File: src/rtl/wfg_spi_rx.sv
// SPI target receiver: oversamples sclk/cs_n/sdo in io_wbs_clk, deserialises 8/16/24/32-bit words.
// Ports: io_wbs_clk/io_wbs_rst, spi_* lines, cfg_* frame config, data_o/valid_o/ready_i, overflow_o/frame_err_o/busy_o.
module wfg_spi_rx #(
  parameter int MAXW        = 32,
  parameter int SYNC_STAGES = 2
) (
  input  logic            io_wbs_clk,
  input  logic            io_wbs_rst,
  input  logic            spi_sclk_i,
  input  logic            spi_cs_ni,
  input  logic            spi_sdo_i,
  input  logic            cfg_cpol_i,
  input  logic            cfg_cpha_i,
  input  logic            cfg_lsbfirst_i,
  input  logic [1:0]      cfg_dff_i,
  output logic [MAXW-1:0] data_o,
  output logic            valid_o,
  input  logic            ready_i,
  output logic            overflow_o,
  output logic            frame_err_o,
  output logic            busy_o
);

  localparam int CW = 6;
  localparam int IW = $clog2(MAXW);

  typedef enum logic {IDLE, SHIFT} state_t;

  logic [SYNC_STAGES-1:0] sclk_sync_q;
  logic [SYNC_STAGES-1:0] cs_sync_q;
  logic [SYNC_STAGES-1:0] sdo_sync_q;
  logic                   sclk_prev_q;
  logic                   cs_prev_q;
  logic [SYNC_STAGES:0]   settle_q;
  logic                   armed_q;

  state_t          state_q;
  logic            cpol_q;
  logic            cpha_q;
  logic            lsb_q;
  logic [1:0]      dff_q;
  logic [MAXW-1:0] sr_q;
  logic [CW-1:0]   cnt_q;
  logic [MAXW-1:0] data_q;
  logic            valid_q;
  logic            ovf_q;
  logic            ferr_q;

  logic            sclk_s, cs_s, sdo_s;
  logic            sclk_rise, sclk_fall;
  logic            cs_fall, cs_rise;
  logic            lead, trail, samp;
  logic            last;
  logic [MAXW-1:0] sr_d;

  always_ff @(posedge io_wbs_clk or posedge io_wbs_rst) begin
    if (io_wbs_rst) begin
      sclk_sync_q <= '0;
      cs_sync_q   <= '1;
      sdo_sync_q  <= '0;
      sclk_prev_q <= 1'b0;
      cs_prev_q   <= 1'b1;
      settle_q    <= '0;
      armed_q     <= 1'b0;
    end else begin
      sclk_sync_q <= {sclk_sync_q[SYNC_STAGES-2:0], spi_sclk_i};
      cs_sync_q   <= {cs_sync_q[SYNC_STAGES-2:0], spi_cs_ni};
      sdo_sync_q  <= {sdo_sync_q[SYNC_STAGES-2:0], spi_sdo_i};
      sclk_prev_q <= sclk_s;
      cs_prev_q   <= cs_s;
      settle_q    <= {settle_q[SYNC_STAGES-1:0], 1'b1};
      // Arm only once the chains hold real line state and cs_n is seen
      // high, so a cs_n held low across reset never looks like a new frame.
      armed_q     <= armed_q | (settle_q[SYNC_STAGES] & cs_s);
    end
  end

  always_comb begin
    sclk_s    = sclk_sync_q[SYNC_STAGES-1];
    cs_s      = cs_sync_q[SYNC_STAGES-1];
    sdo_s     = sdo_sync_q[SYNC_STAGES-1];
    sclk_rise = sclk_s & ~sclk_prev_q;
    sclk_fall = ~sclk_s & sclk_prev_q;
    cs_fall   = armed_q & ~cs_s & cs_prev_q;
    cs_rise   = cs_s & ~cs_prev_q;
    lead      = cpol_q ? sclk_fall : sclk_rise;
    trail     = cpol_q ? sclk_rise : sclk_fall;
    samp      = (state_q == SHIFT) & (cpha_q ? trail : lead);
    last      = (cnt_q == {1'b0, dff_q, 3'b111});
    sr_d      = sr_q;
    if (lsb_q) sr_d[cnt_q[IW-1:0]] = sdo_s;
    else       sr_d = {sr_q[MAXW-2:0], sdo_s};
  end

  always_ff @(posedge io_wbs_clk or posedge io_wbs_rst) begin
    if (io_wbs_rst) begin
      state_q <= IDLE;
      cpol_q  <= 1'b0;
      cpha_q  <= 1'b0;
      lsb_q   <= 1'b0;
      dff_q   <= 2'd0;
      sr_q    <= '0;
      cnt_q   <= '0;
      data_q  <= '0;
      valid_q <= 1'b0;
      ovf_q   <= 1'b0;
      ferr_q  <= 1'b0;
    end else begin
      ovf_q  <= 1'b0;
      ferr_q <= 1'b0;
      if (valid_q & ready_i) valid_q <= 1'b0;
      case (state_q)
        IDLE: begin
          if (cs_fall) begin
            state_q <= SHIFT;
            cpol_q  <= cfg_cpol_i;
            cpha_q  <= cfg_cpha_i;
            lsb_q   <= cfg_lsbfirst_i;
            dff_q   <= cfg_dff_i;
            sr_q    <= '0;
            cnt_q   <= '0;
          end
        end
        SHIFT: begin
          if (cs_rise) begin
            state_q <= IDLE;
            if (cnt_q != '0) ferr_q <= 1'b1;
            cnt_q <= '0;
            sr_q  <= '0;
          end else if (samp) begin
            if (last) begin
              cnt_q <= '0;
              sr_q  <= '0;
              // A word arriving while the consumer is taking the old one
              // replaces it; otherwise a full holding reg drops it.
              if (!valid_q || ready_i) begin
                data_q  <= sr_d;
                valid_q <= 1'b1;
              end else begin
                ovf_q <= 1'b1;
              end
            end else begin
              cnt_q <= cnt_q + 6'd1;
              sr_q  <= sr_d;
            end
          end
        end
        default: state_q <= IDLE;
      endcase
    end
  end

  assign data_o      = data_q;
  assign valid_o     = valid_q;
  assign overflow_o  = ovf_q;
  assign frame_err_o = ferr_q;
  assign busy_o      = (state_q == SHIFT);

endmodule

File: config.mk
export PLATFORM = sky130hd
export DESIGN_NAME = wfg_spi_rx
export DESIGN_NICKNAME = d
export VERILOG_FILES = /design/src/rtl/wfg_spi_rx.sv
export SDC_FILE = /design/constraint.sdc
export NUM_CORES = 1
export LEC_CHECK = 0
export BUFFER_PORTS_ARGS = -buffer_cell sky130_fd_sc_hd__clkbuf_2
export CORE_AREA = 2 2 92 94
export CTS_CLUSTER_SIZE = 40
export DETAILED_ROUTE_END_ITERATION = 8
export DIE_AREA = 0 0 94 96
export PLACE_DENSITY = 0.88
export SYNTH_ARGS = -nofsm -noshare
export SYNTH_HDL_FRONTEND = slang
export SYNTH_SLANG_ARGS = --single-unit
File: constraint.sdc
create_clock -name io_wbs_clk -period 3.05 [get_ports io_wbs_clk]
set_input_delay 0.4575 -clock io_wbs_clk [delete_from_list [all_inputs] [get_ports io_wbs_clk]]
set_output_delay 0.4575 -clock io_wbs_clk [all_outputs]
set_load 0.01 [all_outputs]
Word level (Yosys, flattened, before mapping)
Cells that the tools add are included.

Reductions and logical operators: 7. Equality and inequality tests: 3. Mux-type cells: 34. Bitwise logic cells: 15. Add/sub/neg operators: 1. Order comparisons: 2.

Operators by type and width (number): $mux 32 (5); $pmux 32 s2 (1); $bwmux 32 (1); $mux 6 (4); $mux 1 (20); $pmux 6 s2 (1); $and 1x1->1 (8); $add 6x1->6 const B (1); $eq 6x5->1 (1); $lt 5x6->1 const B (1); $not 1->1 (6); $reduce_bool 6->1 (1); $demux 1 s5 (1); $ge 5x1->1 const B (1); $reduce_and 5->1 (1); $reduce_and 2->1 (2); $ne 3x1->1 const B (1); $ne 2x2->1 const B (1); $pmux 1 s2 (1); $logic_and 1x1->1 (1); $logic_not 1->1 (1); $logic_or 1x1->1 (1); $or 1x1->1 (1).

Output and inout port bits: 36. Logic and storage cells: 80. Bits in registers: 91.

Logic depth before layout (Yosys ltp)
Word-level depth: 10. Mapped depth: 8.

Worst setup path after synthesis
Ideal clock, no wire load.

Kind: reg-to-reg. From: register cnt_q[0]. To: register data_q[0], in the netlist data_o[0]. Data arrival time: 2.025 ns. Clock period less this slack: 2.150 ns. Setup slack: 0.900 ns. Cell stages (with the launch flop): 7. Buffers on the path: 0. Data required time: 2.925 ns. Path through: dfrtp_1 inv_1 ha_1 or4b_2 nand2_1 mux2_2 mux2_4.

Cells in the longest elaborated chain, start to end: 6.

RTL lines: from (decl) (RTL line 43) `logic [CW-1:0] cnt_q;`; from (signal assigned) (RTL line 143) `cnt_q <= cnt_q + 6'd1;`; $lt 5x6->1 (not written as such) / $ge 5x1->1 (equally long branches) (RTL line 91) `if (lsb_q) sr_d[cnt_q[IW-1:0]] = sdo_s;`; $logic_and 1x1->1 (not written as such) (RTL line 91); $mux 1 (not written as such) (RTL line 91); $demux 1 s5 (RTL line 91); $bwmux 32 (RTL line 91); $mux 32 (RTL line 91); to (signal assigned) (RTL line 137) `data_q <= sr_d;`; to (decl) (RTL line 44) `logic [MAXW-1:0] data_q;`.

Parallel ways exist; a longest one is shown, timed or not. A chain may end at the register's enable or synchronous reset.

Final worst setup path
From: register cnt_q[1]. To: register data_q[30], in the netlist data_o[30].

Same word-level chain as after synthesis.

==> impl_metrics.json <==
{
  "cp_cell_sequence": "ha_1, nand3b_1, or3_4, nor4b_4, buf_12, mux2_2",
  "ant_nets": 0,
  "crit_path_max_fanout": 32,
  "fp.dieW_microns": 94,
  "synthArstFlopShare_pct": 100.0,
  "cts_resized": 0,
  "tritoncts": "built",
  "power.density_mw_per_mm2": 622.9,
  "peakVddDrop_v": 0.0002791,
  "cpPeakStageDelay_ns": 0.43,
  "synth_cell_types": 44,
  "hold_path_class": "input pin to flop",
  "fin_crit_sh_pct": 80.14,
  "design_area_sq_mm": 0.005075,
  "final_cell_mix": "88 x dfrtp_1, 46 x clkbuf_2, 35 x nor2_1",
  "ys_seq_elements": 91,
  "syn_area_per_cell_sq_um": 12.06,
  "crit_path_top_delay_cell": "ha_1",
  "outcome": "completed",
  "dp_hpwl_mm": 5.620,
  "clk_pin_slew_ns": 0.09,
  "grt_max_degree": 65,
  "yosysSeqAreaShare_pct": 49.65,
  "ys.flop_type": "dfrtp_1",
  "slew_headroom_pct": 32.54,
  "cts_sinks": 91,
  "cp_top_family": "simple AND/OR/NAND/NOR gates",
  "required_ns": 3.32,
  "viasPerCell": 5.900,
  "diodes": 0,
  "wirelength_mm": 9.076,
  "cts_made_buffers": 9,
  "maxCapViolCount": 0,
  "yosysWarnings": 0,
  "synth_fp_nets": 396,
  "rsz0062_at_grt": "no",
  "cts.path.max_buffers": 2,
  "hold_start": "spi_cs_ni",
  "timing.final.hold_violations": 0,
  "r2r_slack_ns": 0.61,
  "max_freq_ghz": 0.4091,
  "start_util_pct": 57.06,
  "synth_cells": 381,
  "fin_setup_tns_ns": 0,
  "final_util_pct": 63.03,
  "core-area_sq_mm": 0.008051,
  "die_h_microns": 96,
  "cts_setup_buffers": 0,
  "rr_startpoint": "cnt_q[1]",
  "port_buffers": 46,
  "wl_per_cell_microns": 17.42,
  "fillers": 642,
  "path_buf_inv": 1,
  "synth_area_sq_mm": 0.004594,
  "die_area_sq_mm": 0.009024,
  "reg2reg_to": "data_o[30]",
  "drtIter0Drc": 240,
  "critPathCapture": "data_o[30]",
  "crit_arrival_ns": 2.71,
  "drc": 0,
  "clockRootBuffer": "clkbuf_8",
  "cts_hold_buf": 0,
  "setup_viol": 0,
  "critPathCaptureType": "flop",
  "via_count": 3074,
  "period_minus_slack_ns": 2.444,
  "cp-start-kind": "flop",
  "grt_pass1_wl_mm": 15.41,
  "grt_usage_pct": 21.87,
  "tightest_slew_ns": 1.012,
  "insertion_delay_ns": 0.37,
  "leakagePower_nw": 2.418,
  "worst-setup-path-type": "flop to flop",
  "area_growth_pct": 10.46,
  "cts_max_level": 3,
  "reg2regPathDepth": 6,
  "slew_viol_final": 0,
  "overflow": 0,
  "drive_above_1_share_pct": 29.81,
  "globalplace.congestion": 0.8179,
  "antenna_found_initial": 0,
  "synth_edf_count": 0,
  "final_common_cell": "dfrtp_1",
  "post_dp_cell_area_sq_mm": 0.004871,
  "nets": 426,
  "crit_path_start": "cnt_q[1]",
  "firstDrtPassIters": 4,
  "skew_ns": 0.01115,
  "io_pins": 47,
  "rows": 33,
  "cp.depth": 6,
  "grt_pass1_vias": 3099
}
[cells by family (layout without fill, tap and decap cells)]
| kind of cell | count (synthesis) | count (layout) | synth area share, % |
|---|---|---|---|
| mux | 72 | 72 | 19.20 |
| xor+xnor | 3 | 3 | 0.5720 |
| flops | 91 | 91 | 49.65 |
| other cells | 1 | 1 | 0.08162 |
| compound gates | 77 | 77 | 11.96 |
| buf+inv | 40 | 75 | 4.275 |
| simple gates | 93 | 93 | 13.18 |
| fa+ha+maj | 4 | 4 | 1.089 |
[worst min-delay path by stage]
stage	to	cells past startpoint	slack, ns
finish	cs_sync_q[0]	1	0.18
global route	sclk_sync_q[0]	1	0.17
CTS	cs_sync_q[0]	1	0.17
detailed placement	sclk_sync_q[1]	0	0.34
global placement	settle_q[2]	0	0.33
floorplan	sclk_sync_q[1]	0	0.33
[metal layers]
layer | wire length, microns | global-route usage, % | share of wire (%)
met1 | 4125 | 30.48 | 45
met4 | 140 | 10.27 | 1.5
met3 | 413 | 4.072 | 4.6
met2 | 4397 | 33.45 | 48
met5 | 0 | 0 | 0
[registers in the layout, summed over array words and instances, names as in the netlist]
register and cells:
armed_q 1, busy_o 1, cnt_q 6, cpha_q 1, cpol_q 1, cs_prev_q 1, cs_sync_q 2, data_o 32
dff_q 2, frame_err_o 1, lsb_q 1, overflow_o 1, sclk_prev_q 1, sclk_sync_q 2, sdo_sync_q 2, settle_q 3
sr_q 32, valid_o 1
[layout make-up]
cell class	instances	area (sq um)	share of cell area, %
repair buffers	55	322.8	6.361
multi-input cells	250	2120	41.77
flip-flops and latches	91	2281	44.95
clock buffers	11	141.4	2.786
inverters	4	16.27	0.3205
clock inverters	5	62.56	1.233
well taps	105	131.4	2.589
[worst reg2reg max path: stages, from the launching register on]
cell and delay (ns):
dfrtp_1 0.41, ha_1 0.43, nand3b_1 0.18, or3_4 0.37
nor4b_4 0.27, buf_12 0.29, mux2_2 0.40
[cell usage after synthesis (4+ instances only)]
library cell,n,area [sq um]
and4bb_2,5,62.56
clkbuf_1,23,86.33
nand2_1,6,22.52
mux2_2,9,101.4
a22o_1,34,297.8
nand4b_1,13,113.9
ha_1,4,50.05
nand4_1,4,25.02
mux2_4,30,450.4
mux2i_1,33,330.3
nor2_1,36,135.1
dfrtp_1,88,2202
a21oi_1,32,160.2
buf_2,7,35.03
buf_6,5,56.30
inv_1,4,15.01
nor4bb_1,8,80.08
[where the power goes]
group	internal, mW	total, mW	switching, mW
logic	0.340	0.823	0.483
clock network	0.406	0.844	0.438
registers	1.36	1.49	0.135
[per-stage QoR]
| step | cells | total power [mW] | hold WS [ns] | setup slack [ns] |
|---|---|---|---|---|
| finish | 521 | 3.161 | 0.1765 | 0.6056 |
| global route | 521 | 3.342 | 0.1699 | 0.4377 |
| CTS | 521 | 3.171 | 0.1696 | 0.6262 |
| detailed placement | 505 | 2.332 | 0.3371 | 0.6237 |
| global placement | 505 | 2.276 | 0.3324 | 0.7296 |
| floorplan | 381 | 2.130 | 0.3312 | 0.2339 |
Note: power is estimated with default switching activity, not from simulation.
